==> config.mk <==
export PLATFORM = sky130hd
export DESIGN_NAME = ahb_apb_bridge_gen
export DESIGN_NICKNAME = d
export VERILOG_FILES = /design/src/rtl/ahb_apb_bridge_pkg.sv /design/src/rtl/ahb_apb_bridge_gen_ctr.sv /design/src/rtl/ahb_apb_bridge_gen.sv
export SDC_FILE = /design/constraint.sdc
export NUM_CORES = 1
export LEC_CHECK = 0
export CORE_UTILIZATION = 44
export DETAILED_ROUTE_END_ITERATION = 7
export GPL_TIMING_DRIVEN = 0
export HOLD_SLACK_MARGIN = 0.02
export PLACE_DENSITY = 0.8
export SYNTH_ARGS = -nofsm -noshare
export SYNTH_HDL_FRONTEND = slang
export SYNTH_SLANG_ARGS = --single-unit
==> constraint.sdc <==
create_clock -name HCLK -period 1.9 [get_ports HCLK]
set_input_delay 0.285 -clock HCLK [delete_from_list [all_inputs] [get_ports HCLK]]
set_output_delay 0.285 -clock HCLK [all_outputs]
set_load 0.02 [all_outputs]
==> src/rtl/ahb_apb_bridge_pkg.sv <==
// Shared types and constants for the AHB-Lite to APB3 bridge.
// Counter width helper sizes the ACCESS watchdog.
package ahb_apb_bridge_pkg;

  typedef enum logic [2:0] {
    ST_IDLE,
    ST_WDATA,
    ST_SETUP,
    ST_ACCESS,
    ST_DONE,
    ST_ERR1,
    ST_ERR2
  } state_t;

  localparam logic [1:0] HTRANS_IDLE   = 2'b00;
  localparam logic [1:0] HTRANS_BUSY   = 2'b01;
  localparam logic [1:0] HTRANS_NONSEQ = 2'b10;
  localparam logic [1:0] HTRANS_SEQ    = 2'b11;

  localparam logic HRESP_OKAY  = 1'b0;
  localparam logic HRESP_ERROR = 1'b1;

  // The counter only has to reach limit-1 before the abort fires.
  function automatic int ctr_width(input int limit);
    if (limit <= 2) return 1;
    return $clog2(limit);
  endfunction

endpackage

==> src/rtl/ahb_apb_bridge_gen_ctr.sv <==
// Clearable, saturating ACCESS-cycle counter.
// Expired flags the last permitted ACCESS cycle.
module apb_timeout_ctr #(
  parameter int LIMIT = 256,
  parameter int W     = 8
) (
  input  logic clk,
  input  logic rst,
  input  logic clr,
  input  logic en,
  output logic expired
);

  localparam logic [W-1:0] LAST =
    W'((LIMIT > 0) ? LIMIT - 1 : 0);

  logic [W-1:0] count;

  always_ff @(posedge clk) begin
    if (rst || clr) begin
      count <= '0;
    end else if (en && (count != '1)) begin
      count <= count + 1'b1;
    end
  end

  assign expired = (LIMIT != 0) && (count == LAST);

endmodule

==> src/rtl/ahb_apb_bridge_gen.sv <==
// AHB-Lite slave to APB3 master bridge with slot decode,
// PREADY watchdog and two-cycle ERROR responses.
module ahb_apb_bridge_gen
  import ahb_apb_bridge_pkg::*;
#(
  parameter int ADDR_WIDTH     = 32,
  parameter int NUM_SLOTS      = 16,
  parameter int SLOT_LSB       = 8,
  parameter int SLOT_BITS      = 4,
  parameter int TIMEOUT_CYCLES = 256
) (
  input  logic                  HCLK,
  input  logic                  HRESET,
  input  logic                  HSEL,
  input  logic [ADDR_WIDTH-1:0] HADDR,
  input  logic                  HWRITE,
  input  logic [1:0]            HTRANS,
  input  logic [31:0]           HWDATA,
  input  logic                  HREADYIN,
  output logic                  HREADYOUT,
  output logic [31:0]           HRDATA,
  output logic                  HRESP,
  output logic [NUM_SLOTS-1:0]  PSEL,
  output logic [ADDR_WIDTH-1:0] PADDR,
  output logic                  PWRITE,
  output logic                  PENABLE,
  output logic [31:0]           PWDATA,
  input  logic [31:0]           PRDATA,
  input  logic                  PREADY,
  input  logic                  PSLVERR,
  output logic                  TIMEOUT_EVT
);

  localparam int CW = ctr_width(TIMEOUT_CYCLES);

  state_t                 state;
  logic [ADDR_WIDTH-1:0]  addr_q;
  logic                   write_q;
  logic [SLOT_BITS-1:0]   slot_q;
  logic [SLOT_BITS-1:0]   slot_in;
  logic                   ready_st;
  logic                   accept;
  logic                   in_range;
  logic                   expired;
  logic                   unused_htrans;

  assign unused_htrans = HTRANS[0];

  assign slot_in  = HADDR[SLOT_LSB +: SLOT_BITS];
  assign in_range = 32'(slot_in) < NUM_SLOTS;

  assign ready_st = (state == ST_IDLE) ||
                    (state == ST_DONE) ||
                    (state == ST_ERR2);

  assign accept = ready_st & HSEL &
                  HREADYIN & HTRANS[1];

  apb_timeout_ctr #(
    .LIMIT (TIMEOUT_CYCLES),
    .W     (CW)
  ) u_ctr (
    .clk     (HCLK),
    .rst     (HRESET),
    .clr     (state == ST_WDATA),
    .en      (state == ST_ACCESS),
    .expired (expired)
  );

  always_ff @(posedge HCLK) begin
    if (HRESET) begin
      state       <= ST_IDLE;
      HREADYOUT   <= 1'b1;
      HRESP       <= HRESP_OKAY;
      HRDATA      <= '0;
      PSEL        <= '0;
      PENABLE     <= 1'b0;
      PWRITE      <= 1'b0;
      PADDR       <= '0;
      PWDATA      <= '0;
      TIMEOUT_EVT <= 1'b0;
      addr_q      <= '0;
      write_q     <= 1'b0;
      slot_q      <= '0;
    end else begin
      TIMEOUT_EVT <= 1'b0;
      unique case (state)
        ST_IDLE, ST_DONE, ST_ERR2: begin
          if (accept) begin
            addr_q    <= HADDR;
            write_q   <= HWRITE;
            slot_q    <= slot_in;
            HREADYOUT <= 1'b0;
            if (in_range) begin
              state <= ST_WDATA;
              HRESP <= HRESP_OKAY;
            end else begin
              state <= ST_ERR1;
              HRESP <= HRESP_ERROR;
            end
          end else begin
            state     <= ST_IDLE;
            HREADYOUT <= 1'b1;
            HRESP     <= HRESP_OKAY;
          end
        end
        ST_WDATA: begin
          // Data phase: HWDATA is only valid now.
          PWDATA <= HWDATA;
          PSEL   <= NUM_SLOTS'(1) << slot_q;
          PADDR  <= addr_q;
          PWRITE <= write_q;
          state  <= ST_SETUP;
        end
        ST_SETUP: begin
          PENABLE <= 1'b1;
          state   <= ST_ACCESS;
        end
        ST_ACCESS: begin
          if (PREADY) begin
            PSEL    <= '0;
            PENABLE <= 1'b0;
            if (PSLVERR) begin
              state <= ST_ERR1;
              HRESP <= HRESP_ERROR;
            end else begin
              state     <= ST_DONE;
              HREADYOUT <= 1'b1;
              if (!write_q) HRDATA <= PRDATA;
            end
          end else if (expired) begin
            PSEL        <= '0;
            PENABLE     <= 1'b0;
            state       <= ST_ERR1;
            HRESP       <= HRESP_ERROR;
            TIMEOUT_EVT <= 1'b1;
          end
        end
        ST_ERR1: begin
          state     <= ST_ERR2;
          HREADYOUT <= 1'b1;
        end
        default: begin
          state <= ST_IDLE;
        end
      endcase
    end
  end

endmodule

==> metrics.md, run 1 <==
| Metric | Value |
|---|---|
| Sw frac | `roughly 22%` |
| NetSw | `1.69 mW` |
| Leakage | `3.10 nW` |
| Mapped Cells | `about 730` |
| VDD IR max | `~0.57 mV` |
| DRC | `0` |
| Mapped cell area | `between 0.005 and 0.006 mm^2` |
| Final hold viol count | `0` |
| Seq cells post-synth | `~160` |
| Worst EP required | `2.25 ns` |
| Most common cell after layout, fill and taps aside | `nand2_1` |
| Initial Utilization | `45.1%` |
| Max Clk Rate | `approximately 570 MHz` |
| DRT Pass-1 Iters | `4` |
| Crit path to | `PSEL[11]$_SDFFE_PP0P_` |
| Crit path from | `u_ctr.count[0]$_SDFFE_PP0P_` |
| Die area | `about 0.014 mm^2` |
| Core Area | `~0.013 mm^2` |
| Routed Wire Length | `roughly 17 mm` |
| Ys flop type | `dfxtp_1` |
| Power share of the combinational group | `under 10%` |
| Via count | `approximately 5700` |
| H-Tree Depth | `4` |
| I/O Pins | `around 220` |
| Clock Skew | `0.00472 ns` |
| Final min period | `~1.8 ns` |
| Cell internal pwr | `around 6.0 mW` |
| Synthesized area per cell | `between 8 and 9 um^2` |
| Final setup vio count | `0` |
| RSZ-0062 raised after global routing | `false` |
| Finished Core Util | `68.0%` |
| Status | `finished clean` |
| Tcrit/Tclk final | `roughly 92%` |
| FP Rows | `between 40 and 50` |
| Hpwl dp | `approximately 12 mm` |
| Slew Viols, Final | `0` |
| CTS buffer count | `17` |
| Reg-to-reg critical path endpoint | `PSEL[11]$_SDFFE_PP0P_` |
| Reg2Reg Setup Slack | `~0.15 ns` |
| CTS Sinks | `roughly 160` |
| Clk pwr share | `between 40% and 50%` |
| WS Path Type | `flip-flop to flip-flop` |
| Vias in the first global route | `~5300` |
| Flop pwr share | `around 46%` |
| Average wire per standard cell | `around 15 um` |
| Max-Cap Viols | `0` |
| Clock Pin Slew Worst Setup and Hold Paths | `0.06 ns` |
| Vias per inst | `4.90` |
| Worst-Margin Slew | `roughly 0.7 ns` |
| Antenna cells | `0` |
| Register area share after synthesis | `54.0%` |
| CTS tree | `done` |
| Startpoint Class | `flip-flop` |
| Hold_ws | `0.412 ns` |
| Syn Nets | `between 800 and 900` |
| Post-synth EDFFs | `0` |
| Largest net degree at the start of global routing | `17` |
| Layout cells sized above 1 | `~8%` |
| Post-CTS setup buffers | `0` |
| CP max FO | `10` |
| CTS Root Cell | `clkbuf_16` |
| Async set-or-reset flop fraction in the synthesized netlist | `0%` |
| Clock Latency Late Sink | `roughly 0.42 ns` |
| Endpoint type of the worst setup path | `flip-flop` |
| Initial antenna violation count | `0` |
| Post-route antenna net violation count | `0` |
| HP Class | `input port to flip-flop` |
| Final Power | `~7.6 mW` |
| Worst EP arrival | `2.10 ns` |
| Area added between synthesis and finish | `50.9%` |
| Global-route wire length before repair | `approximately 26 mm` |
| GRT overflow | `0` |
| First DRT Iteration DRCs | `358` |
| Most frequent cells in the layout | `nand2_1 (276), clkdlybuf4s50_1 (219), dfxtp_1 (161)` |
| CTS Buffer Depth | `2` |
| Worst relative slew slack | `between 50% and 60%` |
| Placer Congestion | `around 0.82` |
| Die span in x | `between 100 and 150 um` |
| Die Y | `~120 um` |
| Distinct cells, synth | `39` |
| Final setup margin | `roughly 0.15 ns` |
| Ys Warns | `0` |
| Nets | `~1100` |
| P per Cell Area | `848 mW/mm^2` |
| Crit Reg-Reg Startpoint | `u_ctr.count[0]$_SDFFE_PP0P_` |
| IO buf count | `about 220` |
| Dpl ws | `-0.182 ns` |
| Worst Reg-to-Reg Cells | `7` |
| GRT Total Usage | `between 20% and 30%` |
## synth_stat cells (2+ instances only)
master / count / area share, %
o21ai_0: 20 / 1.7
buf_4: 7 / 0.88
a21o_1: 2 / 0.25
clkbuf_1: 20 / 1.3
inv_1: 2 / 0.13
a211oi_1: 2 / 0.25
buf_2: 18 / 1.5
nor3_2: 2 / 0.34
nand4b_1: 2 / 0.29
buf_6: 11 / 2.1
xnor2_1: 4 / 0.59
or3_1: 3 / 0.31
nand4_1: 2 / 0.21
nor2_1: 9 / 0.57
nor2b_1: 3 / 0.31
nand2b_1: 6 / 0.63
a21oi_1: 153 / 13
and3_1: 2 / 0.21
nor4_1: 2 / 0.21
dfxtp_1: 161 / 54
nand2_1: 276 / 17
nand3_1: 9 / 0.75
## kinds of logic (layout without fill, tap and decap cells)
group,after synthesis,count (layout),share of synthesized area [%]
fa+ha+maj,1,1,0.210
compound gates,181,181,15.6
buf+inv,58,309,5.85
flops,161,161,54.0
mux,1,1,0.168
xor+xnor,5,5,0.734
simple gates,326,326,23.4
## worst min-delay path by stage
stage                            startpoint                       to  cells past startpoint
floorplan                            PREADY   TIMEOUT_EVT$_SDFF_PP0_                      1
global placement    addr_q[23]$_SDFFE_PP0P_   PADDR[23]$_SDFFE_PP0P_                      2
detailed placement   addr_q[7]$_SDFFE_PP0P_    PADDR[7]$_SDFFE_PP0P_                      2
CTS                               HADDR[19]  addr_q[19]$_SDFFE_PP0P_                      3
global route                      HADDR[15]  addr_q[15]$_SDFFE_PP0P_                      3
finish                            HADDR[19]  addr_q[19]$_SDFFE_PP0P_                      3
## metrics by stage
step	instances	cell area, um^2	setup TNS (ns)
after floorplan	733	5970	0
after global placement	1128	8380	-5.41
after detailed placement	1128	8380	-6.37
after CTS	1160	8990	0
after global routing	1160	9010	0
final	1160	9010	0
## worst max-delay path, cell delays in order (launching register included)
cell,delay (ns)
dfxtp_1,0.34
ha_1,0.24
and4_1,0.20
buf_2,0.19
a21oi_4,0.23
clkbuf_4,0.24
o21ai_0,0.09
a21oi_1,0.15
## registers in the layout, indices dropped and copies added, names as in the netlist
register	cells
PSEL	16
PENABLE	1
HRESP	1
HREADYOUT	1
state	3
PWRITE	1
addr_q	32
u_ctr.count	8
PWDATA	32
HRDATA	32
PADDR	32
TIMEOUT_EVT	1
write_q	1
## metal layers
metal / part of all wire (%) / GRT usage (%) / up-vias
li1: - / - / 2879
met3: 5.5 / 5.98 / 18
met4: 1.4 / 7.91 / 0
met5: 0 / 0 / -
met1: 45 / 30.4 / 2611
met2: 48 / 40.0 / 176
## power by group through the flow
| stage | Sequential, mW | Clock, mW | Combinational, mW |
|---|---|---|---|
| after floorplan | 3.59 | 0 | 0.259 |
| after global placement | 3.55 | 0 | 0.682 |
| after detailed placement | 3.55 | 0 | 0.684 |
| after CTS | 3.48 | 3.53 | 0.689 |
| after global routing | 3.48 | 3.68 | 0.747 |
| final | 3.48 | 3.47 | 0.691 |
## final cells by class
cell class	instances	area, um^2
Fill cell	1143	4230
Sequential cell	161	3220
Multi-Input combinational cell	514	2420
Timing Repair Buffer	219	2190
Clock buffer	21	470
Buffer	56	344
Tap cell	176	220
Clock inverter	11	135
Inverter	2	7.51
## repair_timing
item / CTS / global route
endpoints found under the hold margin: 0 / 0
setup endpoints to repair: 0 / 36
resized for setup: 0 / 4
hold buffers: 0 / 0
(Power assumes the default switching activity.)
==> inputs of run 2 (changes only) <==
--- a/config.mk
+++ b/config.mk
@@ -6,6 +6,7 @@
 export NUM_CORES = 1
 export LEC_CHECK = 0
 export CORE_UTILIZATION = 44
+export CTS_CLUSTER_DIAMETER = 80
 export DETAILED_ROUTE_END_ITERATION = 7
 export GPL_TIMING_DRIVEN = 0
 export HOLD_SLACK_MARGIN = 0.02
==> results of run 2 <==
No change in the layout: final DEF, timing and power equal those of run 1.
==> inputs of run 3 (changes only) <==
==> constraint.sdc (replaced) <==
create_clock -name HCLK -period 1.9 [get_ports HCLK]
set_input_delay 0.285 -clock HCLK [delete_from_list [all_inputs] [get_ports HCLK]]
set_output_delay 0.285 -clock HCLK [all_outputs]
set_load 0.05 [all_outputs]
==> metrics.md, run 3 (same netlist as run 1, synthesis figures left out) <==
| Metric | Value |
|---|---|
| Area added between synthesis and finish | `51.8%` |
| Vias in the first global route | `5288 (unchanged)` |
| Tcrit/Tclk final | `98.3% (+6.0 points)` |
| CP max FO | `2 (-8)` |
| Initial antenna violation count | `0 (unchanged)` |
| WS Path Type | `flip-flop to output pin` |
| Reg2Reg Setup Slack | `0.11 ns (-0.04 ns)` |
| Placer Congestion | `0.818 (unchanged)` |
| Vias per inst | `4.89 (-0.30%)` |
| Layout cells sized above 1 | `8.03% (unchanged)` |
| CTS buffer count | `17 (unchanged)` |
| Endpoint type of the worst setup path | `output pin` |
| GRT overflow | `0 (unchanged)` |
| CTS Root Cell | `clkbuf_16` |
| Nets | `1077 (unchanged)` |
| Average wire per standard cell | `14.6 um (+0.86%)` |
| Worst-Margin Slew | `0.791 ns (+0.0974 ns)` |
| Die Y | `118 um (unchanged)` |
| FP Rows | `42 (unchanged)` |
| Hold_ws | `0.410 ns (-0.00249 ns)` |
| GRT Total Usage | `24.0% (unchanged)` |
| Peak per-stage delay on the critical path | `0.81 ns (+0.47 ns)` |
| Final Instance Area | `0.00906 mm^2 (+0.60%)` |
| First DRT Iteration DRCs | `368 (+2.8%)` |
| Status | `finished clean` |
| Top Family by Delay on Critical Path | `buffers and inverters` |
| Slew Viols, Final | `0 (unchanged)` |
| CTS Buffer Depth | `2 (unchanged)` |
| Final hold viol count | `0 (unchanged)` |
| Post-CTS setup buffers | `0 (unchanged)` |
| Max-Cap Viols | `0 (unchanged)` |
| IO buf count | `219 (unchanged)` |
| Leakage | `3.55 nW (+14%)` |
| Worst path cell trace | `clkdlybuf4s50_1` |
| VDD IR max | `0.576 mV (+0.77%)` |
| Final min period | `1.87 ns (+0.113 ns)` |
| I/O Pins | `222 (unchanged)` |
| Placed Instance Area | `0.00838 mm^2 (unchanged)` |
| Clock Pin Slew Worst Setup and Hold Paths | `0.06 ns (about the same)` |
| Worst EP required | `1.62 ns (-0.63 ns)` |
| Via count | `5667 (-0.30%)` |
| Die span in x | `118 um (unchanged)` |
| Dpl cells | `1128 (unchanged)` |
| Most frequent cells in the layout | `nand2_1 (276), clkdlybuf4s50_1 (193), dfxtp_1 (161)` |
| Buf+Inv Stages, Crit Path | `1 (-1)` |
| CTS Hold Bufs | `0 (unchanged)` |
| Core Area | `0.0132 mm^2 (unchanged)` |
| Final setup vio count | `0 (unchanged)` |
| Antenna cells | `0 (unchanged)` |
| Routed Wire Length | `17.0 mm (+0.86%)` |
| DRC | `0 (unchanged)` |
| Clock Skew | `0.00547 ns (+0.000757 ns)` |
| Largest net degree at the start of global routing | `17 (unchanged)` |
| Startpoint Class | `flip-flop` |
| Global-route wire length before repair | `26.4 mm (unchanged)` |
| Clock Latency Late Sink | `0.42 ns (about the same)` |
| Non-filler cells, final | `1160 (unchanged)` |
| Initial Utilization | `45.1% (unchanged)` |
| P per Cell Area | `852 mW/mm^2 (+0.50%)` |
| Most common cell after layout, fill and taps aside | `nand2_1` |
| Post-route antenna net violation count | `0 (unchanged)` |
| CTS Sinks | `161 (unchanged)` |
| CTS tree | `done` |
| Worst relative slew slack | `47.3% (-6.5 points)` |
| Worst EP arrival | `1.58 ns (-0.52 ns)` |
| Slowest stage cell on the critical path | `clkdlybuf4s50_1` |
| HP Class | `input port to flip-flop` |
| Die area | `0.0140 mm^2 (unchanged)` |
| Max Clk Rate | `535 MHz (-6.1%)` |
| DRT Pass-1 Iters | `4 (unchanged)` |
| RSZ-0062 raised after global routing | `false` |
| H-Tree Depth | `4 (unchanged)` |
| Hpwl dp | `12.2 mm (unchanged)` |
==> run 3: cell types whose count changed in the layout (fill, tap and decap cells not counted), sizes merged <==
cell / delta
clkdlybuf4s50: -26
dlymetal6s2s: +23
dlygate4sd2: +3
==> run 3: routing by layer <==
layer	track usage [%]	share of wire (%)	vias up
met1	30.4	44	2602
met4	7.91	1.1	0
met5	0	0	-
met3	5.98	6.2	16
met2	40.0	48	172
li1	-	-	2877
==> run 3: path summary, 6_finish.rpt <==
| kind | startpoint | end | cells past startpoint |
|---|---|---|---|
| min reg2reg | HRDATA[12]$_SDFFE_PP0P_ | HRDATA[12]$_SDFFE_PP0P_ | 2 |
| min | HADDR[19] | addr_q[19]$_SDFFE_PP0P_ | 3 |
| max | PADDR[30]$_SDFFE_PP0P_ | PADDR[30] | 1 |
| max reg2reg | u_ctr.count[0]$_SDFFE_PP0P_ | PSEL[11]$_SDFFE_PP0P_ | 7 |
==> run 3: final cells by class <==
class / count / area [um^2]
Sequential cell: 161 / 3220
Inverter: 2 / 7.51
Timing Repair Buffer: 219 / 2250
Multi-Input combinational cell: 514 / 2420
Tap cell: 176 / 220
Clock buffer: 21 / 470
Clock inverter: 11 / 135
Buffer: 56 / 344
Fill cell: 1132 / 4180
==> run 3: through the flow <==
stage	worst slack, ns	utilization (%)	power (mW)	TNS [ns]
after CTS	0.00411	67.8	7.78	0
after global placement	-0.154	63.3	4.32	-5.41
after global routing	0.000725	68.4	8.00	0
after floorplan	0.335	-	3.94	0
after detailed placement	-0.182	63.3	4.32	-6.37
final	0.0322	68.4	7.72	0
==> run 3: power breakdown <==
| part | switching [mW] | internal, mW | total (mW) |
|---|---|---|---|
| clock network | 1.31 | 2.16 | 3.47 |
| registers | 0.0353 | 3.44 | 3.48 |
| logic | 0.426 | 0.351 | 0.776 |
| total | 1.77 | 5.95 | 7.72 |
==> run 3: what timing repair did <==
action,CTS,global route
endpoints found under the setup margin,3,59
gates cloned,0,0
resized for setup,3,27
